--- src/rtl/sid_tdm_sched_if.sv ---
// sid_tdm_sched_if: bundle between the SID array environment and the TDM scheduler.
// The slave modport is the scheduler; master is the voices/tables/filter side.
interface sid_tdm_sched_if #(
    parameter int CHIPS = 2,
    parameter int AW    = 18
);
    logic                        ce_1m;
    logic [CHIPS*36-1:0]         acc_t;
    logic [CHIPS*2-1:0]          pan;
    logic [11:0]                 tbl_acc_t;
    logic [2:0]                  tbl_chip;
    logic [7:0]                  tbl_st;
    logic [7:0]                  tbl_pt;
    logic [7:0]                  tbl_ps;
    logic [7:0]                  tbl_pst;
    logic [CHIPS*24-1:0]         wave_st;
    logic [CHIPS*24-1:0]         wave_pt;
    logic [CHIPS*24-1:0]         wave_ps;
    logic [CHIPS*24-1:0]         wave_pst;
    logic [2:0]                  flt_chip;
    logic [2:0]                  flt_state;
    logic signed [AW-1:0]        flt_audio;
    logic [CHIPS*AW-1:0]         audio;
    logic signed [AW-1:0]        mix_l;
    logic signed [AW-1:0]        mix_r;
    logic                        busy;
    logic                        overrun;

    modport master (
        output ce_1m, acc_t, pan, tbl_st, tbl_pt, tbl_ps, tbl_pst, flt_audio,
        input  tbl_acc_t, tbl_chip, wave_st, wave_pt, wave_ps, wave_pst,
               flt_chip, flt_state, audio, mix_l, mix_r, busy, overrun
    );

    modport slave (
        input  ce_1m, acc_t, pan, tbl_st, tbl_pt, tbl_ps, tbl_pst, flt_audio,
        output tbl_acc_t, tbl_chip, wave_st, wave_pt, wave_ps, wave_pst,
               flt_chip, flt_state, audio, mix_l, mix_r, busy, overrun
    );
endinterface

--- src/rtl/sid_tdm_sched.sv ---
// sid_tdm_sched: shares one waveform-table unit and one filter unit across CHIPS SID chips per ce_1m frame.
// Macro SID_TDM_PAN_EN enables per-chip panning; without it even chips mix left and odd chips mix right.
module sid_tdm_sched #(
    parameter int CHIPS   = 2,
    parameter int TBL_LAT = 2,
    parameter int AW      = 18
) (
    input  logic           clk,
    input  logic           reset,
    sid_tdm_sched_if.slave bus
);
    localparam int V  = 3 * CHIPS;
    localparam int B0 = V + TBL_LAT;
    localparam int C  = B0 + 8 * CHIPS;
    localparam int CW = $clog2(C + 2);
    localparam int SW = AW + 3;
    localparam logic [CW-1:0] CNT_IDLE = '1;
    localparam logic [CW-1:0] CNT_C    = CW'(C);
    localparam logic [CW-1:0] CNT_B0   = CW'(B0);
    localparam logic signed [SW-1:0] SAT_MAX = $signed({4'b0000, {(AW-1){1'b1}}});
    localparam logic signed [SW-1:0] SAT_MIN = $signed({4'b1111, {(AW-1){1'b0}}});

    function automatic logic signed [AW-1:0] sat(input logic signed [SW-1:0] v);
        if (v > SAT_MAX)      return SAT_MAX[AW-1:0];
        else if (v < SAT_MIN) return SAT_MIN[AW-1:0];
        else                  return v[AW-1:0];
    endfunction

    logic [CW-1:0]          r_cnt;
    logic                   r_busy;
    logic                   r_overrun;
    logic [11:0]            r_tbl_acc_t;
    logic [2:0]             r_tbl_chip;
    logic [2:0]             r_flt_chip;
    logic [2:0]             r_flt_state;
    logic [CHIPS*24-1:0]    r_wave_st, r_wave_pt, r_wave_ps, r_wave_pst;
    logic [CHIPS*AW-1:0]    r_stage;
    logic [CHIPS*AW-1:0]    r_audio;
    logic signed [AW-1:0]   r_mix_l, r_mix_r;

    logic [CW-1:0]          w_cnt_nxt;
    logic [CW-1:0]          w_boff;
    logic [CHIPS-1:0]       w_l_en, w_r_en;
    logic signed [AW-1:0]   w_smp;
    logic signed [SW-1:0]   w_sum_l, w_sum_r;

    // Frame counter: ce_1m restarts, runs 0..C, then parks at all-ones
    always_comb begin
        w_cnt_nxt = CNT_IDLE;
        if (bus.ce_1m)          w_cnt_nxt = '0;
        else if (r_cnt < CNT_C) w_cnt_nxt = r_cnt + CW'(1);
    end
    assign w_boff = w_cnt_nxt - CNT_B0;

    // Stereo routing of committed chip samples
    always_comb begin
        w_l_en = '0;
        w_r_en = '0;
        for (int c = 0; c < CHIPS; c++) begin
`ifdef SID_TDM_PAN_EN
            w_l_en[c] = ~bus.pan[2*c+1];
            w_r_en[c] = ~bus.pan[2*c];
`else
            w_l_en[c] = (c % 2 == 0) || (CHIPS == 1);
            w_r_en[c] = (c % 2 == 1) || (CHIPS == 1);
`endif
        end
    end

`ifndef SID_TDM_PAN_EN
    logic w_unused_pan;
    assign w_unused_pan = ^bus.pan;
`endif

    always_comb begin
        w_sum_l = '0;
        w_sum_r = '0;
        w_smp   = '0;
        for (int c = 0; c < CHIPS; c++) begin
            w_smp = r_audio[c*AW +: AW];
            if (w_l_en[c]) w_sum_l = w_sum_l + $signed({{3{w_smp[AW-1]}}, w_smp});
            if (w_r_en[c]) w_sum_r = w_sum_r + $signed({{3{w_smp[AW-1]}}, w_smp});
        end
    end

    always_ff @(posedge clk or posedge reset) begin
        if (reset) begin
            r_cnt       <= CNT_IDLE;
            r_busy      <= 1'b0;
            r_overrun   <= 1'b0;
            r_tbl_acc_t <= '0;
            r_tbl_chip  <= '0;
            r_flt_chip  <= '0;
            r_flt_state <= 3'd7;
            r_wave_st   <= '0;
            r_wave_pt   <= '0;
            r_wave_ps   <= '0;
            r_wave_pst  <= '0;
            r_stage     <= '0;
            r_audio     <= '0;
            r_mix_l     <= '0;
            r_mix_r     <= '0;
        end else begin
            r_cnt <= w_cnt_nxt;
            if (bus.ce_1m) begin
                r_busy <= 1'b1;
                if (r_busy) r_overrun <= 1'b1;
            end else if (r_cnt == CNT_C) begin
                r_audio <= r_stage;
                r_busy  <= 1'b0;
            end

            // Phase A: issue one voice per cycle, capture it TBL_LAT cycles later
            for (int k = 0; k < V; k++) begin
                if (w_cnt_nxt == CW'(k)) begin
                    r_tbl_acc_t <= bus.acc_t[k*12 +: 12];
                    r_tbl_chip  <= 3'(k / 3);
                end
                if (r_cnt == CW'(k + TBL_LAT)) begin
                    r_wave_st[k*8 +: 8]  <= bus.tbl_st;
                    r_wave_pt[k*8 +: 8]  <= bus.tbl_pt;
                    r_wave_ps[k*8 +: 8]  <= bus.tbl_ps;
                    r_wave_pst[k*8 +: 8] <= bus.tbl_pst;
                end
            end

            // Phase B: eight filter micro-steps per chip, output staged on step 6
            if (w_cnt_nxt >= CNT_B0 && w_cnt_nxt < CNT_C) begin
                r_flt_chip  <= 3'(w_boff >> 3);
                r_flt_state <= w_boff[2:0];
            end else begin
                r_flt_state <= 3'd7;
            end
            for (int c = 0; c < CHIPS; c++) begin
                if (r_flt_state == 3'd6 && r_flt_chip == 3'(c))
                    r_stage[c*AW +: AW] <= bus.flt_audio;
            end

            // Mix stage: follows committed audio by one cycle
            r_mix_l <= sat(w_sum_l);
            r_mix_r <= sat(w_sum_r);
        end
    end

    assign bus.tbl_acc_t = r_tbl_acc_t;
    assign bus.tbl_chip  = r_tbl_chip;
    assign bus.wave_st   = r_wave_st;
    assign bus.wave_pt   = r_wave_pt;
    assign bus.wave_ps   = r_wave_ps;
    assign bus.wave_pst  = r_wave_pst;
    assign bus.flt_chip  = r_flt_chip;
    assign bus.flt_state = r_flt_state;
    assign bus.audio     = r_audio;
    assign bus.mix_l     = r_mix_l;
    assign bus.mix_r     = r_mix_r;
    assign bus.busy      = r_busy;
    assign bus.overrun   = r_overrun;
endmodule
--- src/flat_wrapper.sv ---
// flat-port wrapper written by rule: the top's interface ports become plain ports
module sid_tdm_sched_flat 
#(
    parameter int CHIPS   = 2,
    parameter int TBL_LAT = 2,
    parameter int AW      = 18
)
  (clk, reset, bus_ce_1m, bus_acc_t, bus_pan, bus_tbl_st, bus_tbl_pt, bus_tbl_ps, bus_tbl_pst, bus_flt_audio, bus_tbl_acc_t, bus_tbl_chip, bus_wave_st, bus_wave_pt, bus_wave_ps, bus_wave_pst, bus_flt_chip, bus_flt_state, bus_audio, bus_mix_l, bus_mix_r, bus_busy, bus_overrun);
  sid_tdm_sched_if #(.CHIPS(CHIPS), .AW(AW)) bus_i ();
  input  logic clk;
  input  logic reset;
  input wire logic [$bits(bus_i.ce_1m)-1:0] bus_ce_1m;
  input wire logic [$bits(bus_i.acc_t)-1:0] bus_acc_t;
  input wire logic [$bits(bus_i.pan)-1:0] bus_pan;
  input wire logic [$bits(bus_i.tbl_st)-1:0] bus_tbl_st;
  input wire logic [$bits(bus_i.tbl_pt)-1:0] bus_tbl_pt;
  input wire logic [$bits(bus_i.tbl_ps)-1:0] bus_tbl_ps;
  input wire logic [$bits(bus_i.tbl_pst)-1:0] bus_tbl_pst;
  input wire logic [$bits(bus_i.flt_audio)-1:0] bus_flt_audio;
  output wire logic [$bits(bus_i.tbl_acc_t)-1:0] bus_tbl_acc_t;
  output wire logic [$bits(bus_i.tbl_chip)-1:0] bus_tbl_chip;
  output wire logic [$bits(bus_i.wave_st)-1:0] bus_wave_st;
  output wire logic [$bits(bus_i.wave_pt)-1:0] bus_wave_pt;
  output wire logic [$bits(bus_i.wave_ps)-1:0] bus_wave_ps;
  output wire logic [$bits(bus_i.wave_pst)-1:0] bus_wave_pst;
  output wire logic [$bits(bus_i.flt_chip)-1:0] bus_flt_chip;
  output wire logic [$bits(bus_i.flt_state)-1:0] bus_flt_state;
  output wire logic [$bits(bus_i.audio)-1:0] bus_audio;
  output wire logic [$bits(bus_i.mix_l)-1:0] bus_mix_l;
  output wire logic [$bits(bus_i.mix_r)-1:0] bus_mix_r;
  output wire logic [$bits(bus_i.busy)-1:0] bus_busy;
  output wire logic [$bits(bus_i.overrun)-1:0] bus_overrun;
  assign bus_i.ce_1m = bus_ce_1m;
  assign bus_i.acc_t = bus_acc_t;
  assign bus_i.pan = bus_pan;
  assign bus_i.tbl_st = bus_tbl_st;
  assign bus_i.tbl_pt = bus_tbl_pt;
  assign bus_i.tbl_ps = bus_tbl_ps;
  assign bus_i.tbl_pst = bus_tbl_pst;
  assign bus_i.flt_audio = bus_flt_audio;
  assign bus_tbl_acc_t = bus_i.tbl_acc_t;
  assign bus_tbl_chip = bus_i.tbl_chip;
  assign bus_wave_st = bus_i.wave_st;
  assign bus_wave_pt = bus_i.wave_pt;
  assign bus_wave_ps = bus_i.wave_ps;
  assign bus_wave_pst = bus_i.wave_pst;
  assign bus_flt_chip = bus_i.flt_chip;
  assign bus_flt_state = bus_i.flt_state;
  assign bus_audio = bus_i.audio;
  assign bus_mix_l = bus_i.mix_l;
  assign bus_mix_r = bus_i.mix_r;
  assign bus_busy = bus_i.busy;
  assign bus_overrun = bus_i.overrun;
  sid_tdm_sched #(.CHIPS(CHIPS), .TBL_LAT(TBL_LAT), .AW(AW)) u_core (.clk(clk), .reset(reset), .bus(bus_i));
endmodule
--- config.mk ---
export PLATFORM = sky130hd
export DESIGN_NAME = sid_tdm_sched_flat
export DESIGN_NICKNAME = d
export VERILOG_FILES = /design/src/rtl/sid_tdm_sched_if.sv /design/src/rtl/sid_tdm_sched.sv /design/src/flat_wrapper.sv
export SDC_FILE = /design/constraint.sdc
export NUM_CORES = 1
export LEC_CHECK = 0
export BUFFER_PORTS_ARGS = -buffer_cell sky130_fd_sc_hd__buf_4
export CORE_MARGIN = 2
export CORE_UTILIZATION = 25
export DETAILED_ROUTE_END_ITERATION = 16
export GPL_TIMING_DRIVEN = 0
export HOLD_SLACK_MARGIN = 0.15
export PLACE_DENSITY_LB_ADDON = 0.25
export SKIP_CTS_REPAIR_TIMING = 1
export SLEW_MARGIN = 25
export SYNTH_ARGS = -nofsm -noshare
export SYNTH_HDL_FRONTEND = slang
export SYNTH_SLANG_ARGS = --single-unit
--- constraint.sdc ---
create_clock -name clk -period 13.46 [get_ports clk]
set_clock_uncertainty 0.1 [all_clocks]
set_input_delay 0.673 -clock clk [delete_from_list [all_inputs] [get_ports clk]]
set_output_delay 0.673 -clock clk [all_outputs]
set_load 0.01 [all_outputs]
==> results of run 1 <==
==> power groups by stage <==
stage | clock network [mW] | registers, mW | logic (mW)
2_1_floorplan | 0 | 1.47 | 0.292
3_3_place_gp | 0 | 1.37 | 0.921
3_5_place_dp | 0 | 1.38 | 0.933
4_1_cts | 1.08 | 1.37 | 0.934
5_1_grt | 1.12 | 1.40 | 0.981
6_report | 1.04 | 1.36 | 0.920
==> cells in the mapped netlist, drive strengths merged (3+ instances only) <==
master / n / area share, %
dfrtp: 317 / 61
mux2: 265 / 23
clkbuf: 64 / 1.9
buf: 28 / 1.1
a21oi: 24 / 0.93
o21ai: 20 / 0.77
nor3: 16 / 0.66
nor2: 15 / 0.43
and3: 14 / 0.68
a21boi: 13 / 0.75
inv: 13 / 0.38
a211oi: 11 / 0.95
nand2: 11 / 0.32
nand3: 11 / 0.43
a32o: 10 / 0.77
o31ai: 10 / 0.58
or3: 10 / 0.48
dfstp: 8 / 1.6
ha: 4 / 0.39
nand2b: 4 / 0.19
a221oi: 3 / 0.30
mux2i: 3 / 0.23
==> how the worst max path moves through the flow <==
stage                                from                        to  slack [ns]  cells after the start
after detailed placement  u_core.r_cnt[0]  u_core.bus.tbl_acc_t[10]       10.27                      8
after global routing      u_core.r_cnt[0]  u_core.bus.tbl_acc_t[10]       10.08                      8
final                     u_core.r_cnt[0]   u_core.bus.tbl_acc_t[8]       10.21                      8
after global placement              reset     u_core.bus.wave_ps[4]       -0.23                      2
after floorplan                     reset       u_core.bus.audio[0]        3.70                      1
after CTS                 u_core.r_cnt[0]  u_core.bus.tbl_acc_t[10]       10.26                      8
==> per-layer routing <==
layer | GRT usage [%] | wire length, um | up-vias
li1 | - | - | 4098
met1 | 18.3 | 16700 | 4611
met2 | 23.8 | 19000 | 341
met3 | 4.81 | 3350 | 68
met4 | 4.57 | 998 | 2
met5 | 0 | 13 | -
==> logic make-up (layout without fill, tap and decap cells) <==
family                   after synthesis  after routing
other                                  1              3
multiplexers                         268            268
AND/OR/NAND/NOR                       95             95
adder cells (fa/ha/maj)                4              4
buffers and inverters                105            582
AO/OA/AOI/OAI                        102            102
XOR/XNOR                               3              3
flip-flops                           325            325
==> state kept, by name, indices dropped and copies added (netlist names) <==
name                  cells
u_core.bus.wave_ps       48
u_core.bus.wave_pst      48
u_core.bus.wave_pt       48
u_core.bus.wave_st       48
u_core.bus.audio         36
u_core.r_stage           36
u_core.bus.mix_l         18
u_core.bus.mix_r         18
u_core.bus.tbl_acc_t     12
u_core.r_cnt              5
u_core.bus.flt_state      3
u_core.bus.flt_chip       2
u_core.bus.busy           1
u_core.bus.overrun        1
u_core.bus.tbl_chip       1
==> critical path: stages, from the launching register on <==
cell and delay, ns:
sky130_fd_sc_hd__dfstp_2 0.61, sky130_fd_sc_hd__inv_1 0.13, sky130_fd_sc_hd__ha_1 0.30, sky130_fd_sc_hd__buf_4 0.15
sky130_fd_sc_hd__or3b_1 0.41, sky130_fd_sc_hd__a2111oi_4 0.57, sky130_fd_sc_hd__clkbuf_1 0.55, sky130_fd_sc_hd__a32o_1 0.23
sky130_fd_sc_hd__a211oi_2 0.05
==> cell type report <==
class	count	area, um^2
tap	680	851
inverter	13	56.3
clock buffer	56	1120
sequential	325	8140
timing repair buffer	412	3160
multi-input combinational	475	4390
fill	5097	33100
clock inverter	9	139
buffer	92	385
==> impl_results.md, run 1 <==
- Horizontal die dimension: 232 um
- Htree depth: 2
- Count of buffers inserted at the top-level ports: 408
- Combined area of all synthesized cells: 0.0130 mm^2
- Initial cell density of the core: approximately 25%
- Cell area power density: ~180 mW/mm^2
- Minimum clock period after layout: around 3.3 ns
- Max transition margin: roughly 26%
- First-pass detailed-route iteration total: 6
- Vias in the first global route: ~9500
- Fraction of synthesized area in multiplexers: between 20% and 30%
- Simple logic cell fraction of the synthesized area: about 4.0%
- Final non-filler cell total: 2062
- Cell internal power dissipation: 2.37 mW
- Worst vdd ir: between 80 and 90 uV
- Count of flip-flops with a built-in enable after synthesis: 0
- Fraction of layout instances using a drive strength above 1: a little under three fifths
- Per-instance average area after synthesis: between 10 and 15 um^2
- Number of endpoints failing setup at the final stage: 0
- Number of top-level pins: between 400 and 500
- Share of synthesized flip-flops with an asynchronous set or reset: 100%
- Minimum setup slack in the final design: between 10 and 15 ns
- Die H: about 230 um
- Pleak: 8.80 nW
- Cell depth of the worst hold path: 2
- Worst-case hold path end point: u_core.r_stage[7]
- Root buffer cell: sky130_fd_sc_hd__clkbuf_16
- Xor/xnor share of the synthesized area: 0.203%
- Tightest hold margin: approximately 0.27 ns
- Clock tree buffer depth: 3
- Combined global-route utilization of all metal layers: 14.6%
- Switching Share: 28.5%
- N_diodes: 0
- Setup repair after global routing missed its margin: false
- Result of the run: finished, final reports clean
- Overflow left after global routing: 0
- Gp weighted congestion: approximately 0.80
- First-pass GRT wire length: 59600 um
- Final cell area excluding filler cells: roughly 0.018 mm^2
- Min-delay worst type: in2reg
- Final net count: between 1000 and 1500
- Core area: just over 0.05 mm^2
- Area post-placement: about 0.017 mm^2
- Net Sw Power: approximately 950 uW
- Number of flip-flops and latches in the synthesized netlist: between 300 and 400
- WL final: roughly 40000 um
- Clock input transition at the sequential cells of the worst setup and hold paths: 0.06 ns
- Post-layout power: ~3.3 mW
- Die Area: roughly 0.054 mm^2
- Commonest non-fill, non-tap cell in the layout: sky130_fd_sc_hd__buf_4
- Fin. max-slew vios: 0
- Most frequently used flop master after synthesis: sky130_fd_sc_hd__dfrtp_1
- Number of antenna-violating nets in the routed design: 0
- Slew at the pin with the worst max-slew slack: between 1 and 1.5 ns
- Area Overhead vs Synth: 40.9%
- Clock share of power: 31.3%
- Total CTS buffers: 39
- Final cycle utilization of the critical path: between 20% and 30%
- Crit start category: flop
- Yosys synthesis warning count: 0
- Reg2reg setup slack: 10.21 ns
- Row Count: slightly above 80
- Worst endpoint required time: about 14 ns
- Reg2Reg Launch Point: u_core.r_cnt[0]
- Power share of the combinational group: 27.7%
- Sequential group share of total power: approximately 41%
- DR iter-0 viols: approximately 420
- Worst Reg-to-Reg Cells: 8
- Launch instance of the worst min-delay path: bus_flt_audio[7]
- Setup TNS: 0 ns
- Worst-path fanout max: 10
- Number of violations of the max-capacitance limit: 0
- Arrival time of the worst setup path: 3.55 ns
- Dominant combinational cell family by area after synthesis: multiplexers
- Most frequent cells in the layout: sky130_fd_sc_hd__buf_4 (412), sky130_fd_sc_hd__dfrtp_1 (317), sky130_fd_sc_hd__mux2_2 (256), sky130_fd_sc_hd__clkbuf_1 (74), sky130_fd_sc_hd__clkbuf_16 (40)
- Remaining routing DRC violations: 0
- Adder-Cell Fraction of Synth Area: less than 1%
- Post-synthesis compound-gate area fraction: 5.88%
- Sequential-to-total area share from yosys stat: between 60% and 70%
- Half-perimeter wire length after placement: about 29000 um
- Placed cell count: 1996
- Worst reg2reg path endpoint: u_core.bus.tbl_acc_t[8]
- Cell count after synthesis: 903
- TritonCTS clock tree: done
- Clock insertion delay at the later pin of the skew report: between 0.5 and 0.6 ns
- Wire length per cell after detailed routing: 19.4 um
- Class of the most critical setup path: reg2reg
- Worst slack at placement: around 10 ns
- Hold violation count in the final report: 0
- Maximum achievable frequency: approximately 300 MHz
- Detail-routed via count per cell: 4.42
- Via Count: a little over 9000
- Number of antenna violations at the first check in global routing: 1
- Final design utilization: 35.6%
- Yosys cell types: 54
- Sort of element at the end of the critical path: flop
- Maximum number of pins on one net before global-route repair: 89
- Clock sink count: 325
No activity file was read; power rests on OpenSTA's default activity.
==> run 2: changes to the inputs <==
Clock period 13.46 ns to 2.8 ns, I/O delays scaled along.
==> impl_results.md, run 2 (synthesized netlist as in run 1, its figures left out) <==
- Gp weighted congestion: 0.794 (-1.0%)
- First-pass GRT wire length: 59700 um (about the same)
- Cell family with most CP delay: compound AO/OA/AOI/OAI gates
- Number of top-level pins: 416 (unchanged)
- Hold violation count in the final report: 0 (unchanged)
- Row Count: 83 (unchanged)
- Max transition margin: 44.5% (+19 points)
- Minimum clock period after layout: 2.74 ns (-0.518 ns)
- WL final: 41400 um (+3.5%)
- Clock sink count: 325 (unchanged)
- Combined global-route utilization of all metal layers: 14.5% (-0.045 points)
- Fin. max-slew vios: 0 (unchanged)
- Final cell area excluding filler cells: 0.0197 mm^2 (+8.1%)
- Maximum number of pins on one net before global-route repair: 32 (-64%)
- Setup repair after global routing missed its margin: true
- TritonCTS clock tree: done
- Detail-routed via count per cell: 4.41 (-0.22%)
- Total CTS buffers: 37 (-5.1%)
- Vias in the first global route: 9584 (+1.3%)
- Register Area: 0.00814 mm^2 (unchanged)
- Count of buffers inserted at the top-level ports: 408 (unchanged)
- Via Count: 9718 (+6.6%)
- Initial cell density of the core: 25.2% (unchanged)
- Die H: 232 um (unchanged)
- Number of violations of the max-capacitance limit: 0 (unchanged)
- Pleak: 9.46 nW (+7.5%)
- Buffers plus inverters on the worst setup path: 3 (unchanged)
- Class of the most critical setup path: reg2reg
- Sort of element at the end of the critical path: flop
- Most frequent cells in the layout: sky130_fd_sc_hd__buf_4 (419), sky130_fd_sc_hd__dfrtp_1 (317), sky130_fd_sc_hd__mux2_2 (256), sky130_fd_sc_hd__dlygate4sd3_1 (124), sky130_fd_sc_hd__clkbuf_1 (65)
- Number of endpoints failing setup at the final stage: 0 (unchanged)
- Crit start category: flop
- Worst vdd ir: 449 uV (+420%)
- Area of the multi-input gates: 0.00445 mm^2 (+1.4%)
- Worst-path fanout max: 10 (unchanged)
- Slew at the pin with the worst max-slew slack: 0.832 ns (-0.281 ns)
- Worst endpoint required time: 3.10 ns (-10.65 ns)
- Arrival time of the worst setup path: 3.04 ns (-0.51 ns)
- Horizontal die dimension: 232 um (unchanged)
- Cells traversed along the worst timing path: inv_2 > ha_1 > buf_6 > nor3_2 > o211a_1 > clkbuf_2 > a21boi_0 > o31ai_2 > a211oi_2
- Area post-placement: 0.0171 mm^2 (+1.0%)
- Commonest non-fill, non-tap cell in the layout: sky130_fd_sc_hd__buf_4
- Overflow left after global routing: 0 (unchanged)
- Tightest hold margin: 0.192 ns (-0.0805 ns)
- First-pass detailed-route iteration total: 5 (-1)
- Final non-filler cell total: 2202 (+6.8%)
- Die Area: 0.0536 mm^2 (unchanged)
- Root buffer cell: sky130_fd_sc_hd__clkbuf_16
- Clock insertion delay at the later pin of the skew report: 0.53 ns (about the same)
- Final cycle utilization of the critical path: 97.7% (+74 points)
- Remaining routing DRC violations: 0 (unchanged)
- Largest stage delay on the critical path: 0.62 ns (about the same)
- Library cell contributing the largest single delay on the critical path: sky130_fd_sc_hd__dfstp_2
- Number of antenna-violating nets in the routed design: 0 (unchanged)
- Result of the run: finished, final reports clean
- Core area: 0.0513 mm^2 (unchanged)
- Min-delay worst type: in2reg
- Number of fill cells: 4982 (-2.3%)
- Post-layout power: 16.0 mW (+380%)
- Cell area power density: 809 mW/mm^2 (+340%)
- Fraction of layout instances using a drive strength above 1: 53.1% (-2.3 points)
- DR iter-0 viols: 424 (+1.9%)
- Clock tree buffer depth: 3 (unchanged)
- Maximum achievable frequency: 365 MHz (+19%)
- Area Overhead vs Synth: 52.3%
- Number of antenna violations at the first check in global routing: 4 (+3)
- Wire length per cell after detailed routing: 18.8 um (-3.1%)
- Placed cell count: 2005 (+0.45%)
- Htree depth: 2 (unchanged)
- Minimum setup slack in the final design: 0.0637 ns (-10.14 ns)
- Half-perimeter wire length after placement: 29400 um (+1.9%)
- Worst slack at placement: -0.352 ns (-10.63 ns)
- Final net count: 1629 (+9.3%)
- Clock input transition at the sequential cells of the worst setup and hold paths: 0.06 ns (about the same)
## run 2: layout make-up
type                            count  share of cell area (%)
Antenna cell                        3                  0.0381
Tap cell                          680                    4.31
Clock inverter                      6                   0.444
Clock buffer                       56                    5.56
Sequential cell                   325                    41.3
Multi-Input combinational cell    475                    22.6
Timing Repair Buffer              552                    23.4
Buffer                             92                    2.08
Inverter                           13                   0.266
## run 2: power by group
part | internal (mW) | total [mW] | switching (mW) | leakage [nW]
logic | 2.62 | 4.63 | 2.01 | 4.73
registers | 5.91 | 6.56 | 0.655 | 4.14
clock network | 2.87 | 4.77 | 1.90 | 0.584
## run 2: through the flow
| stage | util, % | setup TNS, ns |
|---|---|---|
| 6_report | 38.4 | 0 |
| 3_3_place_gp | 32.9 | -1233.66 |
| 3_5_place_dp | 33.4 | -13.63 |
| 5_1_grt | 38.4 | -0.283 |
| 4_1_cts | 35.7 | -15.70 |
| 2_1_floorplan | - | -565.95 |
## run 2: path summary, 6_finish.rpt
path,from,end,slack [ns],cells past startpoint
worst max register to register,u_core.r_cnt[0],u_core.bus.tbl_acc_t[7],0.06,9
worst max-delay path,u_core.r_cnt[0],u_core.bus.tbl_acc_t[7],0.06,9
min in group asynchronous,reset,u_core.bus.mix_l[10],0.66,4
worst min register to register,u_core.bus.overrun,u_core.bus.overrun,0.37,1
max in group asynchronous,reset,u_core.bus.wave_pt[43],0.57,9
worst min-delay path,bus_ce_1m,u_core.bus.audio[29],0.19,5
## run 2: worst register-to-register path, cell delays in order (launching register included)
cell and delay (ns):
sky130_fd_sc_hd__dfstp_2 0.62, sky130_fd_sc_hd__inv_2 0.09, sky130_fd_sc_hd__ha_1 0.32, sky130_fd_sc_hd__buf_6 0.15, sky130_fd_sc_hd__nor3_2 0.18, sky130_fd_sc_hd__o211a_1 0.28
sky130_fd_sc_hd__clkbuf_2 0.25, sky130_fd_sc_hd__a21boi_0 0.17, sky130_fd_sc_hd__o31ai_2 0.33, sky130_fd_sc_hd__a211oi_2 0.11
## run 2: per-layer routing
metal / track usage (%) / wire (um) / vias up
li1: - / - / 4360
met1: 17.6 / 16900 / 4870
met2: 24.3 / 20000 / 386
met3: 5.11 / 3260 / 98
met4: 4.19 / 1220 / 4
met5: 0 / 33 / -
==> run 3: changes to the inputs <==
Settings changed: SETUP_SLACK_MARGIN set to 0.5.
==> impl_results.md, run 3 (synthesized netlist as in run 1, its figures left out) <==
- Result of the run: finished, final reports clean
- Reg2Reg Launch Point: u_core.r_cnt[1]
- Number of fill cells: 4911 (-1.4%)
- Class of the most critical setup path: reg2reg
- Register Area: 0.00814 mm^2 (unchanged)
- Clock share of power: 29.4% (-0.5 points)
- First-pass detailed-route iteration total: 5 (unchanged)
- Minimum setup slack in the final design: 0.206 ns (+0.143 ns)
- Minimum clock period after layout: 2.59 ns (-0.143 ns)
- Worst slack at placement: -0.257 ns (+0.0957 ns)
- Number of antenna-violating nets in the routed design: 0 (unchanged)
- Root buffer cell: sky130_fd_sc_hd__clkbuf_16
- Combined global-route utilization of all metal layers: 14.6% (+0.094 points)
- Pleak: 9.58 nW (+1.2%)
- Number of antenna violations at the first check in global routing: 2 (-2)
- Maximum achievable frequency: 386 MHz (+5.5%)
- Sequential group share of total power: 41.1% (about the same)
- Sort of element at the end of the critical path: flop
- Worst-path fanout max: 8 (-2)
- Worst vdd ir: 381 uV (-15%)
- Detail-routed via count per cell: 4.44 (+0.70%)
- Gp weighted congestion: 0.820 (+3.2%)
- Vias in the first global route: 9508 (-0.79%)
- Area post-placement: 0.0172 mm^2 (about the same)
- Remaining routing DRC violations: 0 (unchanged)
- Launch instance of the worst min-delay path: bus_ce_1m
- Final net count: 1643 (+0.86%)
- Crit start category: flop
- Commonest non-fill, non-tap cell in the layout: sky130_fd_sc_hd__buf_4
- Cell area power density: 796 mW/mm^2 (-1.6%)
- Worst endpoint required time: 3.14 ns (+0.04 ns)
- Setup TNS: 0 ns (unchanged)
- TritonCTS clock tree: done
- Launching instance or port of the critical path: u_core.r_cnt[1]
- Core area: 0.0513 mm^2 (unchanged)
- Hold violation count in the final report: 0 (unchanged)
- Net Sw Power: 4.64 mW (+1.7%)
- DR iter-0 viols: 504 (+19%)
- Max transition margin: 38.5% (-6.0 points)
- Die H: 232 um (unchanged)
- Arrival time of the worst setup path: 2.94 ns (-0.10 ns)
- Htree depth: 2 (unchanged)
- WL final: 41900 um (+1.3%)
- Wire length per cell after detailed routing: 18.9 um (+0.64%)
- Number of top-level pins: 416 (unchanged)
- First-pass GRT wire length: 60300 um (+1.0%)
- Total CTS buffers: 38 (+2.7%)
- Count of buffers inserted at the top-level ports: 408 (unchanged)
- Final cell area excluding filler cells: 0.0200 mm^2 (+1.4%)
- Power share of the combinational group: 29.5% (+0.5 points)
- Slew at the pin with the worst max-slew slack: 0.919 ns (+0.0875 ns)
- Cell internal power dissipation: 11.3 mW (-0.94%)
- Clock insertion delay at the later pin of the skew report: 0.54 ns (about the same)
- Area Overhead vs Synth: 54.5%
- Overflow left after global routing: 0 (unchanged)
- Via Count: 9848 (+1.3%)
- Post-layout power: 15.9 mW (-0.19%)
- Final cycle utilization of the critical path: 92.6% (-5.1 points)
- Row Count: 83 (unchanged)
- Die Area: 0.0536 mm^2 (unchanged)
- Clock tree buffer depth: 3 (unchanged)
- Number of endpoints failing setup at the final stage: 0 (unchanged)
- Switching Share: 29.1% (+0.54 points)
- Most frequent cells in the layout: sky130_fd_sc_hd__buf_4 (434), sky130_fd_sc_hd__dfrtp_1 (317), sky130_fd_sc_hd__mux2_2 (256), sky130_fd_sc_hd__dlygate4sd3_1 (123), sky130_fd_sc_hd__clkbuf_1 (51)
- Clock input transition at the sequential cells of the worst setup and hold paths: 0.06 ns (about the same)
- Maximum number of pins on one net before global-route repair: 32 (unchanged)
- Fin. max-slew vios: 0 (unchanged)
- Half-perimeter wire length after placement: 29600 um (+0.51%)
- Min-delay worst type: in2reg
- Area of the multi-input gates: 0.00453 mm^2 (+1.8%)
- Initial cell density of the core: 25.2% (unchanged)
- Setup repair after global routing missed its margin: true
- Fraction of layout instances using a drive strength above 1: 55.5% (+2.4 points)
- Number of violations of the max-capacitance limit: 0 (unchanged)
- Clock sink count: 325 (unchanged)
- Horizontal die dimension: 232 um (unchanged)
[run 3: path summary, 6_finish.rpt]
path / endpoint / slack [ns] / cells past startpoint
min in group asynchronous: u_core.bus.wave_st[31] / 0.16 / 4
worst min register to register: u_core.bus.mix_l[5] / 0.38 / 1
worst max-delay path: u_core.bus.tbl_acc_t[0] / 0.21 / 10
worst max register to register: u_core.bus.tbl_acc_t[0] / 0.21 / 10
max in group asynchronous: u_core.bus.wave_pt[31] / 1.10 / 4
worst min-delay path: u_core.bus.audio[29] / 0.15 / 5
[run 3: stage by stage]
step	utilization, %	hold WS (ns)	std cells
after global routing	39.0	0.154	2214
final	39.0	0.146	2216
after CTS	35.7	-0.495	2067
after global placement	33.0	0.284	1993
after floorplan	-	0.175	905
after detailed placement	33.4	0.103	2004
[run 3: area by class of cell]
| class | count | share of cell area [%] |
|---|---|---|
| clock inverters | 8 | 0.356 |
| inverters | 13 | 0.275 |
| repair buffers | 565 | 23.7 |
| plain buffers | 92 | 2.59 |
| diodes | 3 | 0.0375 |
| flip-flops and latches | 325 | 40.7 |
| well taps | 680 | 4.25 |
| clock buffers | 55 | 5.47 |
| multi-input cells | 475 | 22.7 |
[run 3: metal layers]
metal	vias up	track usage, %	share of wire [%]
li1	4380	-	-
met1	4977	18.6	42
met2	391	24.0	48
met3	98	4.56	7.3
met4	2	4.11	2.7
met5	-	0	0.038
[run 3: critical path, stage by stage (launching register included)]
cell and delay, ns:
sky130_fd_sc_hd__dfstp_2 0.57, sky130_fd_sc_hd__inv_2 0.06, sky130_fd_sc_hd__ha_4 0.27, sky130_fd_sc_hd__buf_8 0.11, sky130_fd_sc_hd__or3b_4 0.39, sky130_fd_sc_hd__a2111oi_4 0.29, sky130_fd_sc_hd__buf_6 0.18, sky130_fd_sc_hd__or2_4 0.17
sky130_fd_sc_hd__buf_8 0.14, sky130_fd_sc_hd__nor3_4 0.04, sky130_fd_sc_hd__a221oi_2 0.17
[run 3: power by group through the flow]
stage	combinational, mW	sequential (mW)	clock [mW]
finish	4.70	6.56	4.68
floorplan	1.42	7.09	0
global route	5.00	6.72	5.06
detailed placement	4.52	6.65	0
global placement	4.43	6.61	0
CTS	4.52	6.57	4.84
